**src/rtl/board_io_ctrl.sv**
```systemverilog
// board_io_ctrl: register-mapped LED/button/switch block with debounce, event irq and LED blink
module board_io_ctrl #(
  parameter int N_LED = 8,
  parameter int N_BTN = 5,
  parameter int N_SW = 8,
  parameter int DEB_CYCLES = 50000,
  parameter int DEB_W = 16,
  parameter int BLINK_W = 24,
  parameter logic [BLINK_W-1:0] BLINK_DEFAULT = 24'd5000000
) (
  input  logic             sys_clk,
  input  logic             sys_rst,
  input  logic [N_BTN-1:0] btn_in,
  input  logic [N_SW-1:0]  sw_in,
  output logic [N_LED-1:0] led_out,
  input  logic [2:0]       reg_addr,
  input  logic             reg_wr,
  input  logic             reg_rd,
  input  logic [31:0]      reg_wdata,
  output logic [31:0]      reg_rdata,
  output logic             reg_ack,
  output logic             irq
);
  localparam int N_EVT = N_BTN + N_SW;
  localparam logic [DEB_W-1:0] DEB_LAST = DEB_W'(DEB_CYCLES - 1);
  logic [N_BTN-1:0] btn_s1, btn_s2, btn_stable, btn_accept;
  logic [N_SW-1:0] sw_s1, sw_s2, sw_prev;
  logic [DEB_W-1:0] btn_cnt [N_BTN];
  logic [N_LED-1:0] led_data, led_mode;
  logic [N_EVT-1:0] evt_stat, evt_mask, evt_set, evt_clr;
  logic [BLINK_W-1:0] blink, blink_cnt;
  logic phase, blink_wrap;
  logic [1:0] settle;
  logic [31:0] rmap [8];
  logic wr_led, wr_mode, wr_evt, wr_mask, wr_blink;
  logic unused_wdata;
  assign unused_wdata = ^reg_wdata;
  assign wr_led = reg_wr && reg_addr == 3'd0;
  assign wr_mode = reg_wr && reg_addr == 3'd1;
  assign wr_evt = reg_wr && reg_addr == 3'd4;
  assign wr_mask = reg_wr && reg_addr == 3'd5;
  assign wr_blink = reg_wr && reg_addr == 3'd6;
  assign blink_wrap = blink_cnt == blink;
  always_comb begin
    for (int i = 0; i < N_BTN; i++)
      btn_accept[i] = btn_s2[i] != btn_stable[i] && btn_cnt[i] == DEB_LAST;
  end
  // events stay off until the synchronisers have flushed their reset contents
  assign evt_set = settle == 2'd3 ? {sw_s2 ^ sw_prev, btn_accept & btn_s2} : '0;
  assign evt_clr = wr_evt ? reg_wdata[N_EVT-1:0] : '0;
  always_comb begin
    rmap[0] = 32'(led_data);
    rmap[1] = 32'(led_mode);
    rmap[2] = 32'(btn_stable);
    rmap[3] = 32'(sw_s2);
    rmap[4] = 32'(evt_stat);
    rmap[5] = 32'(evt_mask);
    rmap[6] = 32'(blink);
    rmap[7] = '0;
  end
  always_ff @(posedge sys_clk) begin
    if (sys_rst) begin
      btn_s1 <= '0;
      btn_s2 <= '0;
      btn_stable <= '0;
      sw_s1 <= '0;
      sw_s2 <= '0;
      sw_prev <= '0;
      settle <= '0;
      for (int i = 0; i < N_BTN; i++) btn_cnt[i] <= '0;
    end else begin
      btn_s1 <= btn_in;
      btn_s2 <= btn_s1;
      sw_s1 <= sw_in;
      sw_s2 <= sw_s1;
      sw_prev <= sw_s2;
      settle <= settle == 2'd3 ? settle : settle + 2'd1;
      btn_stable <= btn_stable ^ btn_accept;
      for (int i = 0; i < N_BTN; i++)
        btn_cnt[i] <= (btn_s2[i] == btn_stable[i] || btn_accept[i]) ? '0 : btn_cnt[i] + DEB_W'(1);
    end
  end
  always_ff @(posedge sys_clk) begin
    if (sys_rst) begin
      led_data <= '0;
      led_mode <= '0;
      evt_mask <= '0;
      evt_stat <= '0;
    end else begin
      if (wr_led) led_data <= reg_wdata[N_LED-1:0];
      if (wr_mode) led_mode <= reg_wdata[N_LED-1:0];
      if (wr_mask) evt_mask <= reg_wdata[N_EVT-1:0];
      evt_stat <= (evt_stat & ~evt_clr) | evt_set;
    end
  end
  always_ff @(posedge sys_clk) begin
    if (sys_rst) begin
      blink <= BLINK_DEFAULT;
      blink_cnt <= '0;
      phase <= 1'b1;
    end else if (wr_blink) begin
      blink <= reg_wdata[BLINK_W-1:0];
      blink_cnt <= '0;
      phase <= 1'b1;
    end else begin
      blink_cnt <= blink_wrap ? '0 : blink_cnt + BLINK_W'(1);
      phase <= phase ^ blink_wrap;
    end
  end
  always_ff @(posedge sys_clk) begin
    if (sys_rst) begin
      reg_ack <= 1'b0;
      reg_rdata <= '0;
      irq <= 1'b0;
      led_out <= '0;
    end else begin
      reg_ack <= reg_wr | reg_rd;
      reg_rdata <= (reg_rd && !reg_wr) ? rmap[reg_addr] : '0;
      irq <= |(evt_stat & evt_mask);
      led_out <= led_data & (~led_mode | {N_LED{phase}});
    end
  end
endmodule

```
**config.mk**
```make
export PLATFORM = sky130hd
export DESIGN_NAME = board_io_ctrl
export DESIGN_NICKNAME = d
export VERILOG_FILES = /design/src/rtl/board_io_ctrl.sv
export SDC_FILE = /design/constraint.sdc
export NUM_CORES = 1
export LEC_CHECK = 0
export ABC_AREA = 1
export CAP_MARGIN = 20
export CORE_MARGIN = 10
export CORE_UTILIZATION = 60
export CTS_CLUSTER_DIAMETER = 60
export DETAILED_ROUTE_END_ITERATION = 12
export GPL_TIMING_DRIVEN = 0
export PLACE_DENSITY = 0.81
export SETUP_SLACK_MARGIN = 0.3
export SYNTH_ARGS = -nofsm -noshare
export SYNTH_HDL_FRONTEND = slang
export SYNTH_SLANG_ARGS = --single-unit
```
**constraint.sdc**
```tcl
create_clock -name sys_clk -period 2.55 [get_ports sys_clk]
set_input_delay 0.3825 -clock sys_clk [delete_from_list [all_inputs] [get_ports sys_clk]]
set_output_delay 0.3825 -clock sys_clk [all_outputs]
set_load 0.05 [all_outputs]
```
# Yosys cells after proc, flatten, opt, wreduce, memory -nomap -nowiden
# Memories as Yosys holds them, arrays and structs flattened.
# Cells that the tools add are included.
dict set report classes {
  n_addsub 7
  n_mul 0
  div_mod_pow 0
  n_lt_le_gt_ge 1
  eq_ne 21
  shifts 0
  mux 18
  bitwise 19
  n_reduce_logical 22
}
# op count
set op_table {}
lappend op_table {{$mux 16} 10}
lappend op_table {{$bmux 32 s3} 1}
lappend op_table {{$add 16x1->16 const B} 5}
lappend op_table {{$eq 16x16->1 const B} 5}
lappend op_table {{$mux 32} 2}
lappend op_table {{$and 13x13->13} 2}
lappend op_table {{$mux 13} 2}
lappend op_table {{$add 24x1->24 const B} 1}
lappend op_table {{$eq 24x24->1} 1}
lappend op_table {{$not 13->13} 1}
lappend op_table {{$or 13x13->13} 1}
lappend op_table {{$reduce_or 13->1} 1}
lappend op_table {{$logic_and 1x1->1} 11}
lappend op_table {{$eq 3x3->1 const B} 3}
lappend op_table {{$and 8x8->8} 1}
lappend op_table {{$not 8->8} 1}
lappend op_table {{$or 8x8->8} 1}
lappend op_table {{$xor 8x8->8} 1}
lappend op_table {{$or 1x1->1} 6}
lappend op_table {{$and 5x5->5} 1}
lappend op_table {{$eq 1x1->1} 5}
lappend op_table {{$logic_or 1x1->1} 5}
lappend op_table {{$ne 1x1->1} 5}
lappend op_table {{$xor 5x5->5} 1}
lappend op_table {{12 further kinds} 15}
dict set report totals {
  register_bits 174
  latch_bits 0
  mem_bits_rw 80
  rom_bits 0
  out_inout_bits 42
  memories 1
}
# memory words width read_ports rd_clocked_by_memory_dff wr line
set memory_table {}
lappend memory_table {btn_cnt 5 16 5 0 5 28} ;# logic [DEB_W-1:0] btn_cnt [N_BTN];

# Depth between registers and ports, before layout
dict set report logic_depth {
  word_depth 6
  mapped_depth 11
  ltp_nobuf 9
}

# Least setup slack after synthesis
# No wires, ideal clock.
dict set report synth_path {
  path_kind {reg-to-reg}
  from {memory btn_cnt[1][0], in the netlist btn_cnt[0][16]}
  to {memory btn_cnt[1][9], in the netlist btn_cnt[0][25]}
  setup_ns 0.117
  arrival_ns 1.332
  t_required_ns 2.433
  setup_slack_ns 1.100
  path_stages_with_launch 10
  n_path_buf 1
  period_less_slack_ns 1.450
  path_cell_list {dfxtp_1 ha_1 nand2_1 inv_1 nand2_1 nor2_1 nand3_1 nand3_1 buf_2 nor2_1}
}
# item line
set synth_rtl {}
lappend synth_rtl {{from (decl)} 28}

# Worst setup path after layout
dict set report layout_path {
  from {register reg_rdata[3]}
  to {output reg_rdata[3]}
}
# item line
set layout_rtl {}
lappend layout_rtl {{from (decl)} 20} ;# output logic [31:0] reg_rdata,
lappend layout_rtl {{from (signal assigned)} 118} ;# reg_rdata <= (reg_rd && !reg_wr) ? rmap[reg_addr] : '0;
# No word-level cell between the ends.

==> results by group <==
Synth
  • EDFF count, synth: 0
  • Post-Synthesis Cells: 1,410
  • Synth Cell Area: 10,400 µm²
  • Top FF cell, synth: dfxtp_1
  • Asr flop ratio synth: 0
  • Sequential fraction of the synthesis area: 0.472
  • YS warnings: 0
  • Yosys cell types: 39
  • Yosys reg bits: 246
  • Mean Syn Cell Area: 7.40 µm²

Clocking
  • CTS HTree Levels: 1
  • Clock transition at path regs: 0.06 ns
  • Clock buffer count from CTS: 25
  • TritonCTS clock tree: built
  • PostCTS Resize Cnt: 0
  • CTS hold repair buffers: 0
  • Clock buffer depth: 3
  • Worst skew pair latency: 0.53 ns
  • Post-CTS Setup Repair Bufs: 0
  • Clock sink count: 246
  • CTS root buffer: clkbuf_16

Timing
  • Slew Limit Headroom: 0.514
  • Fin. Hold Viols: 0
  • Fmax: 487 MHz
  • Setup slack after layout: 0.496 ns
  • Tmin final: 2.05 ns
  • Final setup viols: 0
  • Worst Skew: 0.0119 ns
  • Setup TNS: 0 ns
  • Worst Max-Slew Pin Slew: 0.723 ns
  • Slew Limit Fails: 0
  • RSZ-0062 raised after global routing: no
  • Final period util: 0.806

Route
  • Via-to-Cell Ratio: 5.33
  • Final ANT Viol Nets: 0
  • Via count: 9,393
  • 1st-iter DRT viols: 729
  • Router iterations before antenna repair: 6
  • DRC Markers: 0
  • Routed len/inst: 14.9 µm
  • Post-Route WL: 26,300 µm

Critical path
  • Worst Path Required: 2.17 ns
  • Critical Path Start Type: flip-flop
  • Arr. time, crit path: 1.67 ns
  • CP max stage delay: 0.81 ns
  • Worst reg2reg path depth: 7
  • Crit. End Element: output port
  • Crit path kind: reg -> out
  • Crit path from: reg_rdata[3]
  • Slowest CP cell: clkdlybuf4s50_1
  • R2R Path Start: blink_cnt[0]
  • Worst-path maximum fanout: 1
  • Crit path cell chain: clkdlybuf4s50_1
  • Worst R2R Setup Slack: 0.66 ns
  • R2R Path End: blink_cnt[14]
  • Cell family with most CP delay: buffers and inverters
  • Worst path bufs/invs: 1

Place
  • PortBufs: 77
  • DP HPWL: 19,600 µm
  • DP Worst Slack: 0.202 ns
  • RePlAce Congestion: 0.927
  • Dpl cells: 1,719

Cells and area
  • Most frequent cells in the layout: nand2_1 (258), dfxtp_1 (246), inv_1 (197), nor2_1 (192), a21oi_1 (113)
  • Final cell count without fillers: 1,762
  • Area Growth Syn to Fin: 17.8%
  • Most common cell after layout, fill and taps aside: nand2_1
  • Ratio of cells with drive above 1 in the final layout: 0.0651
  • Nets@finish: 1,580

Global routing
  • Initial antenna violation count: 2
  • Largest net degree at the start of global routing: 14
  • Remaining global-route overflow: 0
  • Vias in the first global route: 9,035
  • First-pass GRT wire length: 43,800 µm
  • GRT Util Overall: 0.220

Run
  • Max Cap Viol: 0

Floorplan
  • Initial Utilization: 0.608
  • Row Count: 48
  • I/O Pins: 94
  • Die W: 152 µm
  • Die Ht: 152 µm
  • Core Area: 17,200 µm²
  • Die area: 23,100 µm²

Worst hold path
  • Worst hold start: sw_in[3]
  • WHS Path Cells: 3
  • Hold Path Class: in -> reg
  • Worst Hold End: sw_s1[3]

Pwr
  • PD cells: 649 nW/µm²
  • Pwr Total: 0.00798 W
  • IR drop worst, VDD: 579 µV
  • Leak: 4.79 nW

Run status
  • Status: completed
-- synthesized netlist by cell type, types with 12 or more instances --
| library cell | n | area (µm²) |
|---|---|---|
| dfxtp_1 | 246 | 4920 |
| o21ai_0 | 81 | 405 |
| nand3_1 | 58 | 290 |
| nor3_1 | 47 | 235 |
| nor2_2 | 12 | 75.1 |
| buf_2 | 12 | 60.1 |
| nor2_1 | 192 | 721 |
| nand4_1 | 23 | 144 |
| a21oi_1 | 113 | 566 |
| inv_1 | 197 | 739 |
| clkbuf_1 | 16 | 60.1 |
| o211ai_1 | 13 | 97.6 |
| xor2_1 | 42 | 368 |
| buf_4 | 14 | 105 |
| nand2_1 | 258 | 968 |
-- registers in the layout, summed over array words and instances (netlist names), named ones only --
register,flops
evt_mask,13
reg_rdata,24
btn_s2,5
led_out,8
blink_cnt,24
led_mode,8
btn_cnt,80
phase,1
sw_prev,8
settle,2
blink,24
sw_s2,8
irq,1
evt_stat,13
reg_ack,1
sw_s1,8
btn_s1,5
led_data,8
-- metal layers --
| layer | share of wire | global-route usage | vias to the layer above |
|---|---|---|---|
| met5 | 0 | 0 | - |
| met4 | 0.029 | 0.0770 | 0 |
| met3 | 0.074 | 0.0409 | 65 |
| met2 | 0.47 | 0.370 | 334 |
| met1 | 0.42 | 0.276 | 4271 |
| li1 | - | - | 4723 |
-- layout make-up --
class / instances / area [µm²]
antenna: 2 / 5.00
buffer: 46 / 255
clock buffer: 36 / 697
clock inverter: 5 / 78.8
fill: 1398 / 4880
inverter: 201 / 754
multi-input combinational: 924 / 4530
sequential: 246 / 4920
tap: 225 / 282
timing repair buffer: 77 / 771
-- report_power, final --
group	total [W]	internal, W	switching, W
Sequential	0.00397	0.00392	0.0000494
Clock	0.00354	0.00208	0.00146
Combinational	0.000473	0.000172	0.000301
Total	0.00798	0.00618	0.00181
-- worst max-delay path by stage --
stage,endpoint,slack [ns],cells past startpoint
final,reg_rdata[3],0.50,1
after global routing,reg_ack,0.46,1
after CTS,reg_ack,0.47,1
after detailed placement,led_out[6],0.20,6
after global placement,led_out[5],0.22,6
after floorplan,btn_cnt[0][25],1.10,9
-- cells by family after synthesis --
kind of cell | share of synthesized area
fa+ha+maj | 0.00839
buf+inv | 0.0967
simple gates | 0.257
flops | 0.472
compound gates | 0.124
other cells | 0.000359
xor+xnor | 0.0419
-- per-stage QoR --
stage / hold WS (ns) / area, µm² / utilization
after floorplan: 0.388 / 10500 / -
after global placement: 0.390 / 11500 / 0.671
after detailed placement: 0.398 / 11500 / 0.671
after CTS: 0.362 / 12300 / 0.716
after global routing: 0.393 / 12300 / 0.716
final: 0.369 / 12300 / 0.716
Power figures use the tool's default switching activity.
